### src/rtl/bcd_score_tracker.sv
// N-digit BCD game score with tick-gated increment, level stepping, wrap/saturate at max,
// a game-state FSM and a high-score register that survives new-game clears.
module bcd_score_tracker #(
    parameter int DIGITS     = 4,
    parameter int LEVEL_W    = 2,
    parameter int LEVEL_STEP = 40,
    parameter int WRAP       = 1
) (
    input  logic                  clk,
    input  logic                  rst_n,
    input  logic                  alive,
    input  logic                  tick,
    input  logic                  clear,
    output logic [4*DIGITS-1:0]   score,
    output logic [4*DIGITS-1:0]   high_score,
    output logic [LEVEL_W-1:0]    level,
    output logic                  new_high,
    output logic                  wrapped,
    output logic [1:0]            state
);

    localparam int                 SW        = 4 * DIGITS;
    localparam logic [15:0]        STEP_LAST = 16'(LEVEL_STEP - 1);
    localparam logic [LEVEL_W-1:0] LEVEL_MAX = '1;

    typedef enum logic [1:0] {
        ST_IDLE = 2'd0,
        ST_RUN  = 2'd1,
        ST_OVER = 2'd2
    } state_e;

    state_e               state_q, state_d;
    logic [SW-1:0]        score_q, score_d;
    logic [SW-1:0]        high_q, high_d;
    logic [LEVEL_W-1:0]   level_q, level_d;
    logic [15:0]          step_q, step_d;
    logic                 new_high_q, new_high_d;
    logic                 wrapped_q, wrapped_d;
    logic                 inc, at_max, sat_block;

    // Ripple-carry decimal increment; all-9s naturally rolls over to all-0s.
    function automatic logic [SW-1:0] bcd_inc(input logic [SW-1:0] v);
        logic [SW-1:0] r;
        logic          carry;
        r     = v;
        carry = 1'b1;
        for (int k = 0; k < DIGITS; k++) begin
            if (carry) begin
                if (v[4*k +: 4] >= 4'd9) begin
                    r[4*k +: 4] = 4'd0;
                end else begin
                    r[4*k +: 4] = v[4*k +: 4] + 4'd1;
                    carry       = 1'b0;
                end
            end
        end
        return r;
    endfunction

    function automatic logic all_nines(input logic [SW-1:0] v);
        logic all;
        all = 1'b1;
        for (int k = 0; k < DIGITS; k++) begin
            if (v[4*k +: 4] != 4'd9) all = 1'b0;
        end
        return all;
    endfunction

    always_ff @(posedge clk or negedge rst_n) begin
        if (!rst_n) begin
            state_q    <= ST_IDLE;
            score_q    <= '0;
            high_q     <= '0;
            level_q    <= '0;
            step_q     <= '0;
            new_high_q <= 1'b0;
            wrapped_q  <= 1'b0;
        end else begin
            state_q    <= state_d;
            score_q    <= score_d;
            high_q     <= high_d;
            level_q    <= level_d;
            step_q     <= step_d;
            new_high_q <= new_high_d;
            wrapped_q  <= wrapped_d;
        end
    end

    always_comb begin
        state_d = state_q;
        if (clear) begin
            state_d = ST_IDLE;
        end else begin
            case (state_q)
                ST_IDLE: if (alive)  state_d = ST_RUN;
                ST_RUN:  if (!alive) state_d = ST_OVER;
                ST_OVER: state_d = ST_OVER;
                default: state_d = ST_IDLE;
            endcase
        end
    end

    always_comb begin
        score_d    = score_q;
        high_d     = high_q;
        level_d    = level_q;
        step_d     = step_q;
        new_high_d = new_high_q;
        wrapped_d  = wrapped_q;

        inc       = (state_q == ST_RUN) && alive && tick && !clear;
        at_max    = all_nines(score_q);
        sat_block = (WRAP == 0) && at_max;

        if (clear) begin
            score_d    = '0;
            level_d    = '0;
            step_d     = '0;
            new_high_d = 1'b0;
            wrapped_d  = 1'b0;
        end else begin
            // In wrap mode the flag is a single-cycle pulse; in saturate mode it is sticky.
            if (WRAP != 0) wrapped_d = 1'b0;
            if (inc) begin
                if (at_max) wrapped_d = 1'b1;
                if (!sat_block) begin
                    score_d = bcd_inc(score_q);
                    if (step_q == STEP_LAST) begin
                        step_d = '0;
                        if (level_q != LEVEL_MAX) level_d = level_q + 1'b1;
                    end else begin
                        step_d = step_q + 16'd1;
                    end
                end
            end
            // Valid BCD compares correctly as plain unsigned binary, MSD first.
            if ((state_q == ST_RUN) && !alive) begin
                if (score_q > high_q) begin
                    high_d     = score_q;
                    new_high_d = 1'b1;
                end else begin
                    new_high_d = 1'b0;
                end
            end
        end
    end

    assign score      = score_q;
    assign high_score = high_q;
    assign level      = level_q;
    assign new_high   = new_high_q;
    assign wrapped    = wrapped_q;
    assign state      = state_q;

endmodule

### config.mk
export PLATFORM = sky130hd
export DESIGN_NAME = bcd_score_tracker
export DESIGN_NICKNAME = d
export VERILOG_FILES = /design/src/rtl/bcd_score_tracker.sv
export SDC_FILE = /design/constraint.sdc
export NUM_CORES = 1
export LEC_CHECK = 0
export BUFFER_PORTS_ARGS = -buffer_cell sky130_fd_sc_hd__buf_4
export CORE_AREA = 8 8 106 108
export CTS_CLUSTER_DIAMETER = 100
export DETAILED_ROUTE_END_ITERATION = 10
export DIE_AREA = 0 0 114 116
export PLACE_DENSITY = 0.64
export SLEW_MARGIN = 20
export SYNTH_ARGS = -nofsm -noshare
export SYNTH_HDL_FRONTEND = slang
export SYNTH_SLANG_ARGS = --single-unit
### constraint.sdc
create_clock -name clk -period 3.4 [get_ports clk]
set_input_delay 0.68 -clock clk [delete_from_list [all_inputs] [get_ports clk]]
set_output_delay 0.68 -clock clk [all_outputs]
set_load 0.1 [all_outputs]
==> results of run 1 <==
cell families after synthesis:
| group | after synthesis |
|---|---|
| fa+ha+maj | 33 |
| compound gates | 84 |
| simple gates | 119 |
| flops | 54 |
| mux | 2 |
| buf+inv | 52 |
| xor+xnor | 13 |
through the flow:
| stage | utilization [%] | hold WS [ns] | power, mW | instance area, µm² | cells |
|---|---|---|---|---|---|
| 3_3_place_gp | 39.5 | 0.500 | 1.37 | 3780 | 522 |
| 3_5_place_dp | 39.5 | 0.507 | 1.38 | 3780 | 522 |
| 2_1_floorplan | - | 0.384 | 1.22 | 3330 | 357 |
| 6_report | 40.6 | 0.393 | 1.75 | 3870 | 530 |
| 4_1_cts | 40.5 | 0.433 | 1.77 | 3870 | 530 |
| 5_1_grt | 40.6 | 0.457 | 1.84 | 3870 | 530 |
cell type report:
| cell class | instances | area, µm² | share of cell area [%] |
|---|---|---|---|
| Clock buffer | 5 | 68.8 | 1.78 |
| Clock inverter | 3 | 23.8 | 0.614 |
| Inverter | 38 | 143 | 3.68 |
| Multi-Input combinational cell | 251 | 1770 | 45.8 |
| Sequential cell | 54 | 1350 | 34.9 |
| Tap cell | 133 | 166 | 4.30 |
| Timing Repair Buffer | 46 | 345 | 8.92 |
per-layer routing:
layer / vias up / global-route usage, % / wire [µm]
li1: 1391 / - / -
met1: 1361 / 17.9 / 4040
met2: 59 / 22.3 / 3990
met3: 6 / 2.87 / 484
met4: 0 / 3.11 / 96
met5: - / 0 / 0
cells in the mapped netlist (all sizes together), types with 11 or more instances:
master,instances
o21ai,17
a32oi,16
ha,33
nand4,12
o31ai,17
a21oi,20
inv,38
dfrtp,54
nor2,24
nand3,13
nor3,11
nand2,22
nor4,20
sequential cells by signal (all words and copies together) (netlist names):
| register | cells |
|---|---|
| new_high | 1 |
| wrapped | 1 |
| level | 2 |
| state | 2 |
| score | 16 |
| high_score | 16 |
| step_q | 16 |
power by group:
group / leakage [nW] / switching (mW) / internal, mW
Combinational: 1.01 / 0.481 / 0.149
Clock: 0.0408 / 0.235 / 0.148
Sequential: 0.663 / 0.0570 / 0.680
worst max-delay path, delay by kind of cell (launching register included):
family                     cells  cell delay [ns]
AOI/OAI and AO/OA              3             0.99
adders and majority gates      1             0.35
DFF                            1             0.48
and+or+nand+nor                1             0.78
worst max-delay path by stage:
stage,startpoint,to,slack (ns)
6_report,score[3],new_high,0.65
5_1_grt,score[12],high_score[15],0.47
4_1_cts,score[13],high_score[15],0.57
3_5_place_dp,score[13],high_score[0],0.62
3_3_place_gp,score[15],high_score[6],0.70
2_1_floorplan,high_score[14],high_score[10],0.64
layout by cell type (no fill, tap or decap), types with 5 or more instances in the layout:
| master | synthesis | routed |
|---|---|---|
| ha_1 | 33 | 33 |
| dfrtp_1 | 54 | 54 |
| nand4_1 | 11 | 11 |
| nor3_1 | 9 | 9 |
| o31ai_1 | 17 | 17 |
| xnor2_1 | 9 | 9 |
| a32oi_1 | 16 | 16 |
| buf_4 | 0 | 46 |
| nor4_1 | 19 | 19 |
| nand3_1 | 13 | 13 |
| nor2_1 | 24 | 24 |
| nand2_1 | 22 | 22 |
| o21ai_0 | 15 | 15 |
| a21oi_1 | 20 | 20 |
| inv_1 | 38 | 38 |
| clkbuf_8 | 0 | 5 |
==> metrics.md, run 1 <==
| Metric | Value |
|---|---|
| Critical path cell sequence | `ha_1 > a21o_1 > o21ai_2 > and3_1 > o21ai_0` |
| Grt ovf | `0` |
| Worst Hold Class | `input pin to async pin` |
| Setup tns final | `0 ns` |
| Fin crit period | `approximately 2.8 ns` |
| Setup slack, reg-to-reg | `about 0.65 ns` |
| FF+latch count, synth | `54` |
| Pleak | `1.71 nW` |
| Tot GR Track Use | `around 14%` |
| Async SR Flop Fraction | `between 90% and 100%` |
| Largest family of logic cells by synthesized area | `simple AND/OR/NAND/NOR gates` |
| Antenna violations before repair | `0` |
| Ys flop type | `dfrtp_1` |
| Final period util | `just over 80%` |
| # fillers | `989` |
| Final Max Tran Viols | `0` |
| Root buf cell | `clkbuf_8` |
| Nets@finish | `434` |
| Share of Yosys cell area claimed by the top area cell type | `40.5%` |
| Sequential share of the synthesized area | `a little over 40%` |
| Kind of critical path | `register to register` |
| Worst endpoint required time | `about 3.6 ns` |
| Wirelength per Cell | `approximately 16 µm` |
| Maximum number of pins on one net before global-route repair | `55` |
| Reg2reg path depth | `5` |
| Die Height | `116 µm` |
| Die W | `approximately 110 µm` |
| H-Tree Depth | `2` |
| Core area | `~0.0095 mm²` |
| FP Rows | `36` |
| Post-synthesis cell type count | `44` |
| Final HPWL DP | `6.15 mm` |
| Inserted Clock Buffers | `5` |
| WL final | `about 8.6 mm` |
| Avg Cell Area, Syn | `9.34 µm²` |
| Max Cap Viol | `0` |
| RSZ-0062 raised after global routing | `false` |
| Buffers inserted by post-CTS timing repair | `0` |
| IO Port Bufs | `42` |
| Initial DRC Count | `~130` |
| Post-route antenna net violation count | `0` |
| Synth Area in Compound Gates | `roughly 17%` |
| Drt drc | `0` |
| Worst-Margin Slew | `approximately 0.78 ns` |
| Number of antenna diodes | `0` |
| Number of global-route vias before repair | `about 2800` |
| Layout Skew | `approximately 0.012 ns` |
| Max FO, Critical Path | `17` |
| Slew headroom | `about 48%` |
| Worst Setup End Kind | `register` |
| Via count | `roughly 2800` |
| Die Area | `between 0.01 and 0.015 mm²` |
| CTS tree | `built` |
| Simple-gate share of the synthesized area | `about a fifth` |
| Worst-Skew Late Latency | `between 0.3 and 0.4 ns` |
| Clock Tree Buf Depth | `2` |
| Mapped Nets | `between 300 and 400` |
| Pwr/cell area | `approximately 450 mW/mm²` |
| Startpoint Class | `register` |
| Mux cell area share after synthesis | `0.601%` |
| I/O pin count | `between 40 and 50` |
| Initial Util | `about a third` |
| Mapped cell area | `0.00333 mm²` |
| Outcome | `completed` |
| Critical Path AT | `approximately 2.9 ns` |
| Reg2reg end | `new_high` |
| Final setup vio count | `0` |
| Cell accounting for the most synthesized area | `dfrtp_1` |
| Synthesis Warnings | `0` |
| Area grow syn2layout | `16.2%` |
| First-pass GRT wire length | `~15 mm` |
| Initial DRT Pass Iterations | `4` |
| Critical Path Max Stage Delay | `between 0.7 and 0.8 ns` |
| FMAX | `between 300 and 400 MHz` |
| Post_cts resized | `0` |
| Final hold viol count | `0` |
| Synth area leaders | `dfrtp_1 41%, ha_1 12%, inv_1 4.3%` |
| # hold bufs at CTS | `0` |
| Setup WS post-layout | `~0.65 ns` |
| Peak supply drop | `0.383 mV` |
| Synth Area in Adders | `12.4%` |
| Post-Synthesis Cells | `between 300 and 400` |
| DR vias/cell | `about 5.3` |
| Clock slew at reported path FFs | `0.11 ns` |
| Post-synth EDFFs | `0` |
| Share of layout cells above drive strength 1 | `roughly 16%` |
| GPL Wtd Cong | `roughly 0.83` |
| Worst r2r src | `score[3]` |
| Place WS | `~0.62 ns` |
| Slowest-stage cell, CP | `and3_1` |
| XOR/XNOR Fraction of Synth Area | `about 3.4%` |
| Num Clock Sinks | `54` |
Note: power is estimated with default switching activity, not from simulation.
==> inputs of run 2 (changes only) <==
==> constraint.sdc (replaced) <==
create_clock -name clk -period 2.75 [get_ports clk]
set_input_delay 0.55 -clock clk [delete_from_list [all_inputs] [get_ports clk]]
set_output_delay 0.55 -clock clk [all_outputs]
set_load 0.1 [all_outputs]
==> metrics.md, run 2 (synthesis results as in run 1) <==
| Metric | Value |
|---|---|
| Outcome | `completed (unchanged)` |
| I/O pin count | `43 (unchanged)` |
| Pleak | `1.75 nW (was 1.71 nW)` |
| Setup tns final | `0 ns (unchanged)` |
| # hold bufs at CTS | `0 (unchanged)` |
| Core area | `0.00955 mm² (unchanged)` |
| H-Tree Depth | `2 (unchanged)` |
| Grt ovf | `0 (unchanged)` |
| Max Cap Viol | `0 (unchanged)` |
| Setup slack, reg-to-reg | `0.36 ns (was 0.65 ns)` |
| # fillers | `959 (was 989)` |
| Number of global-route vias before repair | `2952 (was 2840)` |
| RSZ-0062 raised after global routing | `false (unchanged)` |
| Post-route antenna net violation count | `0 (unchanged)` |
| Reg2reg end | `score[15] (was new_high)` |
| Worst-Margin Slew | `0.751 ns (was 0.775 ns)` |
| Max FO, Critical Path | `9 (was 17)` |
| Area grow syn2layout | `17.8% (was 16.2%)` |
| Layout Skew | `0.0137 ns (was 0.0116 ns)` |
| Buffers inserted by post-CTS timing repair | `0 (unchanged)` |
| Final Max Tran Viols | `0 (unchanged)` |
| Startpoint Class | `register (unchanged)` |
| Final HPWL DP | `6.05 mm (was 6.15 mm)` |
| Commonest non-fill, non-tap cell in the layout | `dfrtp_1 (unchanged)` |
| Via count | `2882 (was 2817)` |
| DR vias/cell | `5.40 (was 5.32)` |
| Kind of critical path | `register to register (unchanged)` |
| Slew headroom | `49.9% (was 48.3%)` |
| Initial DRC Count | `116 (was 133)` |
| FMAX | `419 MHz (was 363 MHz)` |
| Inserted Clock Buffers | `5 (unchanged)` |
| Drt drc | `0 (unchanged)` |
| Critical path cell sequence | `inv_1 > ha_1 > or3b_2 > a31oi_1 > nor3_2 > a41oi_1 > a21oi_1 (was ha_1 > a21o_1 > o21ai_2 > and3_1 > o21ai_0)` |
| Final hold viol count | `0 (unchanged)` |
| IO Port Bufs | `42 (unchanged)` |
| CTS tree | `built (unchanged)` |
| FP Rows | `36 (unchanged)` |
| Worst endpoint required time | `2.93 ns (was 3.56 ns)` |
| Final Cell Area | `0.00393 mm² (was 0.00387 mm²)` |
| Fin crit period | `2.39 ns (was 2.75 ns)` |
| Die Height | `116 µm (unchanged)` |
| Final period util | `86.7% (was 81.0%)` |
| Nets@finish | `438 (was 434)` |
| Die Area | `0.0132 mm² (unchanged)` |
| Worst Setup EP | `score[15] (was new_high)` |
| Root buf cell | `clkbuf_8 (unchanged)` |
| Number of antenna diodes | `0 (unchanged)` |
| GPL Wtd Cong | `0.828 (was 0.834)` |
| Share of layout cells above drive strength 1 | `17.5% (was 16.4%)` |
| Setup WS post-layout | `0.365 ns (was 0.647 ns)` |
| Final setup vio count | `0 (unchanged)` |
| Worst Setup End Kind | `register (unchanged)` |
| Worst r2r src | `score[1] (was score[3])` |
| Critical Path Max Stage Delay | `0.47 ns (was 0.78 ns)` |
| Die W | `114 µm (unchanged)` |
| Initial DRT Pass Iterations | `4 (unchanged)` |
| Initial Util | `34.9% (unchanged)` |
| Num Clock Sinks | `54 (unchanged)` |
| Peak supply drop | `0.752 mV (was 0.383 mV)` |
| Maximum number of pins on one net before global-route repair | `55 (unchanged)` |
| Place WS | `0.378 ns (was 0.622 ns)` |
| Clock Tree Buf Depth | `2 (unchanged)` |
| Reg2reg path depth | `7 (was 5)` |
| Post_cts resized | `0 (unchanged)` |
| Slowest-stage cell, CP | `or3b_2 (was and3_1)` |
| Tot GR Track Use | `13.6% (about the same)` |
| Commonest cells after routing, fill and taps aside | `52 x dfrtp_1, 50 x buf_4, 38 x inv_1 (was 54 x dfrtp_1, 46 x buf_4, 38 x inv_1)` |
| Pwr/cell area | `575 mW/mm² (was 452 mW/mm²)` |
| Worst Hold Class | `input pin to async pin (unchanged)` |
| Worst setup startpoint | `score[1] (was score[3])` |
| Clock slew at reported path FFs | `0.11 ns (about the same)` |
| Worst-Skew Late Latency | `0.32 ns (was 0.31 ns)` |
| Antenna violations before repair | `0 (unchanged)` |
| Critical Path AT | `2.56 ns (was 2.91 ns)` |
| Wirelength per Cell | `16.1 µm (was 16.2 µm)` |
| WL final | `8.60 mm (was 8.61 mm)` |
| First-pass GRT wire length | `14.4 mm (was 14.6 mm)` |
| Placed Area | `0.00381 mm² (was 0.00378 mm²)` |
run 2: changes by cell type in the layout (fill, tap and decap cells not counted):
cell	previous run	this run
dfrtp_1	54	52
o21ai_1	0	1
bufinv_16	0	1
buf_4	46	50
clkinv_4	0	1
dfrtp_2	0	2
o21ai_2	2	1
clkinvlp_4	2	0
run 2: per-stage QoR:
stage,hold WS [ns],power [mW],util [%],cells
3_5_place_dp,0.502,1.71,39.9,526
6_report,0.256,2.26,41.1,534
4_1_cts,0.280,2.29,41.1,534
5_1_grt,0.320,2.37,41.1,534
2_1_floorplan,0.254,1.51,-,357
3_3_place_gp,0.503,1.69,39.9,526
run 2: metal layers:
layer  vias to the layer above  track usage, %  share of wire (%)
met2                        84            23.7                 49
met4                         0            6.03                1.8
met3                        15            2.61                5.1
met1                      1387            15.8                 44
li1                       1396               -                  -
met5                         -               0                  0
run 2: cell type report:
| cell class | count | area (µm²) | share of cell area [%] |
|---|---|---|---|
| multi-input cells | 251 | 1770 | 45.1 |
| flip-flops and latches | 54 | 1350 | 34.5 |
| repair buffers | 50 | 375 | 9.56 |
| well taps | 133 | 166 | 4.24 |
| inverters | 38 | 143 | 3.63 |
| clock buffers | 5 | 68.8 | 1.75 |
| clock inverters | 3 | 47.5 | 1.21 |
run 2: power by group:
group / total, mW / internal, mW / switching (mW)
clock network: 0.568 / 0.277 / 0.291
logic: 0.779 / 0.185 / 0.594
registers: 0.910 / 0.841 / 0.0690
run 2: worst max-delay path, delay by kind of cell, from the launching register on:
family | cells | cell delay, ns
adder cells (fa/ha/maj) | 1 | 0.20
AND/OR/NAND/NOR | 2 | 0.67
flip-flops | 1 | 0.46
AO/OA/AOI/OAI | 3 | 0.78
buffers and inverters | 1 | 0.12
run 2: worst min-delay path by stage:
stage              startpoint              to  cells past startpoint
2_1_floorplan           rst_n   high_score[0]                      0
3_3_place_gp   high_score[13]  high_score[13]                      2
3_5_place_dp   high_score[12]  high_score[12]                      2
4_1_cts                 rst_n        score[6]                      1
5_1_grt                 rst_n        score[5]                      1
6_report                rst_n   high_score[6]                      1
==> inputs of run 3 (changes only) <==
--- a/config.mk
+++ b/config.mk
@@ -5,11 +5,12 @@
 export SDC_FILE = /design/constraint.sdc
 export NUM_CORES = 1
 export LEC_CHECK = 0
+export ABC_AREA = 1
 export BUFFER_PORTS_ARGS = -buffer_cell sky130_fd_sc_hd__buf_4
-export CORE_AREA = 8 8 106 108
+export CORE_AREA = 8 8 105 107
 export CTS_CLUSTER_DIAMETER = 100
 export DETAILED_ROUTE_END_ITERATION = 10
-export DIE_AREA = 0 0 114 116
+export DIE_AREA = 0 0 113 115
 export PLACE_DENSITY = 0.64
 export SLEW_MARGIN = 20
 export SYNTH_ARGS = -nofsm -noshare
==> metrics.md, run 3 <==
| Metric | Value |
|---|---|
| Outcome | `completed (unchanged)` |
| Async SR Flop Fraction | `100% (unchanged)` |
| Reg2reg end | `high_score[13] (was score[15])` |
| Worst r2r src | `score[11] (was score[1])` |
| H-Tree Depth | `2 (unchanged)` |
| Final hold viol count | `0 (unchanged)` |
| Final Cell Area | `0.00384 mm² (was 0.00393 mm²)` |
| Cell accounting for the most synthesized area | `dfrtp_1 (unchanged)` |
| Share of layout cells above drive strength 1 | `14.7% (was 17.5%)` |
| Max layer used | `met4 (unchanged)` |
| Pleak | `2.01 nW (was 1.75 nW)` |
| FF+latch count, synth | `54 (unchanged)` |
| Max FO, Critical Path | `17 (was 9)` |
| Commonest cells after routing, fill and taps aside | `103 x nand2_1, 62 x inv_1, 54 x dfrtp_1 (was 52 x dfrtp_1, 50 x buf_4, 38 x inv_1)` |
| Worst-Margin Slew | `0.741 ns (was 0.751 ns)` |
| Worst path bufs/invs | `0 (was 1)` |
| CTS tree | `built (unchanged)` |
| Worst-Skew Late Latency | `0.31 ns (was 0.32 ns)` |
| Grt ovf | `0 (unchanged)` |
| RSZ-0062 raised after global routing | `false (unchanged)` |
| Final HPWL DP | `5.79 mm (was 6.05 mm)` |
| Reg2reg path depth | `8 (was 7)` |
| Initial DRT Pass Iterations | `4 (unchanged)` |
| I/O pin count | `43 (unchanged)` |
| Post-route antenna net violation count | `0 (unchanged)` |
| Startpoint Class | `register (unchanged)` |
| Met3 wire length | `357 µm (was 443 µm)` |
| Area grow syn2layout | `16.0% (was 17.8%)` |
| DR WL met2 | `3.52 mm (was 4.25 mm)` |
| Setup slack, reg-to-reg | `0.64 ns (was 0.36 ns)` |
| Critical Path AT | `2.33 ns (was 2.56 ns)` |
| Ys flop type | `dfrtp_1 (unchanged)` |
| Top-count cell post-synth | `nand2_1 (was dfrtp_1)` |
| Final Max Tran Viols | `0 (unchanged)` |
| Final setup vio count | `0 (unchanged)` |
| Post_cts resized | `0 (unchanged)` |
| Buffers inserted by post-CTS timing repair | `0 (unchanged)` |
| Worst Hold Class | `input pin to async pin (unchanged)` |
| Layout Skew | `0.0145 ns (was 0.0137 ns)` |
| Critical path cell sequence | `ha_1 > nand2_1 > nor2_1 > nand2_1 > o21a_1 > nand2_8 > nand2_1 > nand2_1 (was inv_1 > ha_1 > or3b_2 > a31oi_1 > nor3_2 > a41oi_1 > a21oi_1)` |
| Placed Area | `0.00372 mm² (was 0.00381 mm²)` |
| Most frequent CP cell | `nand2_1` |
| Wire length on met1 | `3.65 mm (was 3.75 mm)` |
| Slew headroom | `50.6% (was 49.9%)` |
| Number of antenna diodes | `0 (unchanged)` |
| Clock slew at reported path FFs | `0.11 ns (about the same)` |
| Pwr/cell area | `1110 mW/mm² (was 575 mW/mm²)` |
| Setup tns final | `0 ns (unchanged)` |
| # hold bufs at CTS | `0 (unchanged)` |
| Number of global-route vias before repair | `2798 (was 2952)` |
| Slowest-stage cell, CP | `o21a_1 (was or3b_2)` |
| Die W | `113 µm (was 114 µm)` |
| FMAX | `473 MHz (was 419 MHz)` |
| GPL Wtd Cong | `0.788 (was 0.828)` |
| Top post-synthesis cells by count | `103 x nand2_1, 62 x inv_1, 54 x dfrtp_1 (was 54 x dfrtp_1, 38 x inv_1, 33 x ha_1)` |
| Initial DRC Count | `100 (was 116)` |
| Die Height | `115 µm (was 116 µm)` |
| Critical Path Max Stage Delay | `0.62 ns (was 0.47 ns)` |
| IO Port Bufs | `42 (unchanged)` |
| Kind of critical path | `register to register (unchanged)` |
| Sequential share of the synthesized area | `40.8% (was 40.5%)` |
| Drt drc | `0 (unchanged)` |
| Antenna violations before repair | `0 (unchanged)` |
| Inserted Clock Buffers | `5 (unchanged)` |
| Commonest non-fill, non-tap cell in the layout | `nand2_1 (was dfrtp_1)` |
| Share of Yosys cell area claimed by the top area cell type | `40.8% (was 40.5%)` |
| Post-synth EDFFs | `0 (unchanged)` |
| First-pass GRT wire length | `13.1 mm (was 14.4 mm)` |
| FP Rows | `36 (unchanged)` |
| Root buf cell | `clkbuf_8 (unchanged)` |
| Wirelength per Cell | `13.1 µm (was 16.1 µm)` |
| Nets@finish | `501 (was 438)` |
| DR vias/cell | `4.90 (was 5.40)` |
| Mapped Nets | `456 (was 395)` |
| Via count | `2833 (was 2882)` |
| Max Cap Viol | `0 (unchanged)` |
| Fin crit period | `2.11 ns (was 2.39 ns)` |
| Core area | `0.00946 mm² (was 0.00955 mm²)` |
| Clock Tree Buf Depth | `2 (unchanged)` |
| Crit path max-delay family | `compound AO/OA/AOI/OAI gates (unchanged)` |
| Avg Cell Area, Syn | `7.92 µm² (was 9.34 µm²)` |
| Post-Synthesis Cells | `418 (was 357)` |
| Post-synthesis cell type count | `35 (was 44)` |
| Worst endpoint required time | `2.96 ns (was 2.93 ns)` |
| Crit path depth | `8 (was 7)` |
| Final period util | `76.9% (was 86.7%)` |
| Synth area leaders | `dfrtp_1 41%, ha_1 12%, nand2_1 12% (was dfrtp_1 41%, ha_1 12%, inv_1 4.3%)` |
| Synthesis Warnings | `0 (unchanged)` |
| Mapped cell area | `0.00331 mm² (was 0.00333 mm²)` |
| Maximum number of pins on one net before global-route repair | `55 (unchanged)` |
| Worst Setup End Kind | `register (unchanged)` |
| Peak supply drop | `0.480 mV (was 0.752 mV)` |
| Tot GR Track Use | `12.1% (was 13.6%)` |
| Die Area | `0.0130 mm² (was 0.0132 mm²)` |
| Initial Util | `35.0% (was 34.9%)` |
| Num Clock Sinks | `54 (unchanged)` |
| WL final | `7.60 mm (was 8.60 mm)` |
## run 3: cell types whose count changed after synthesis, moves of 8 or more
cell      previous run  this run
a32oi_1             16         0
xnor2_1              9         1
inv_1               38        62
nor4_1              19         1
o31ai_1             17         1
o21ai_0             15        24
nand3_1             13        43
nand2_1             22       103
clkbuf_1            10         0
## run 3: layout make-up
class | instances | area (µm²)
repair buffers | 45 | 338
clock inverters | 3 | 48.8
well taps | 114 | 143
clock buffers | 5 | 68.8
inverters | 64 | 240
multi-input cells | 293 | 1650
flip-flops and latches | 54 | 1350
fillers | 977 | 5620
## run 3: worst max-delay path by stage
| stage | from | endpoint | slack, ns |
|---|---|---|---|
| after CTS | score[11] | high_score[0] | 0.64 |
| after floorplan | score[0] | high_score[10] | 0.43 |
| after detailed placement | score[11] | high_score[8] | 0.66 |
| after global routing | score[11] | high_score[15] | 0.46 |
| final | score[11] | high_score[13] | 0.64 |
| after global placement | alive | high_score[0] | 0.71 |
## run 3: cell families after synthesis
kind of cell / count (synthesis) / share of synthesized area [%]
buf+inv: 71 / 9.30
simple gates: 205 / 27.8
xor+xnor: 5 / 1.32
compound gates: 50 / 8.31
fa+ha+maj: 33 / 12.5
flops: 54 / 40.8
## run 3: power breakdown
part | total [mW] | internal [mW] | switching (mW)
clock network | 0.568 | 0.278 | 0.290
registers | 1.15 | 0.958 | 0.193
logic | 2.54 | 0.578 | 1.97
## run 3: metrics by stage
stage	hold WS (ns)	utilization [%]	worst slack, ns	power (mW)	std cells
after floorplan	0.254	-	0.426	3.19	418
after global placement	0.482	39.4	0.708	3.66	570
after detailed placement	0.493	39.4	0.665	3.73	570
after CTS	0.295	40.6	0.642	4.31	578
after global routing	0.329	40.6	0.463	4.53	578
final	0.266	40.6	0.635	4.26	578
## run 3: per-layer routing
metal / up-vias / global-route usage [%]
met5: - / 0
met4: 0 / 2.84
met3: 4 / 2.78
met2: 53 / 20.0
met1: 1343 / 15.7
li1: 1433 / -
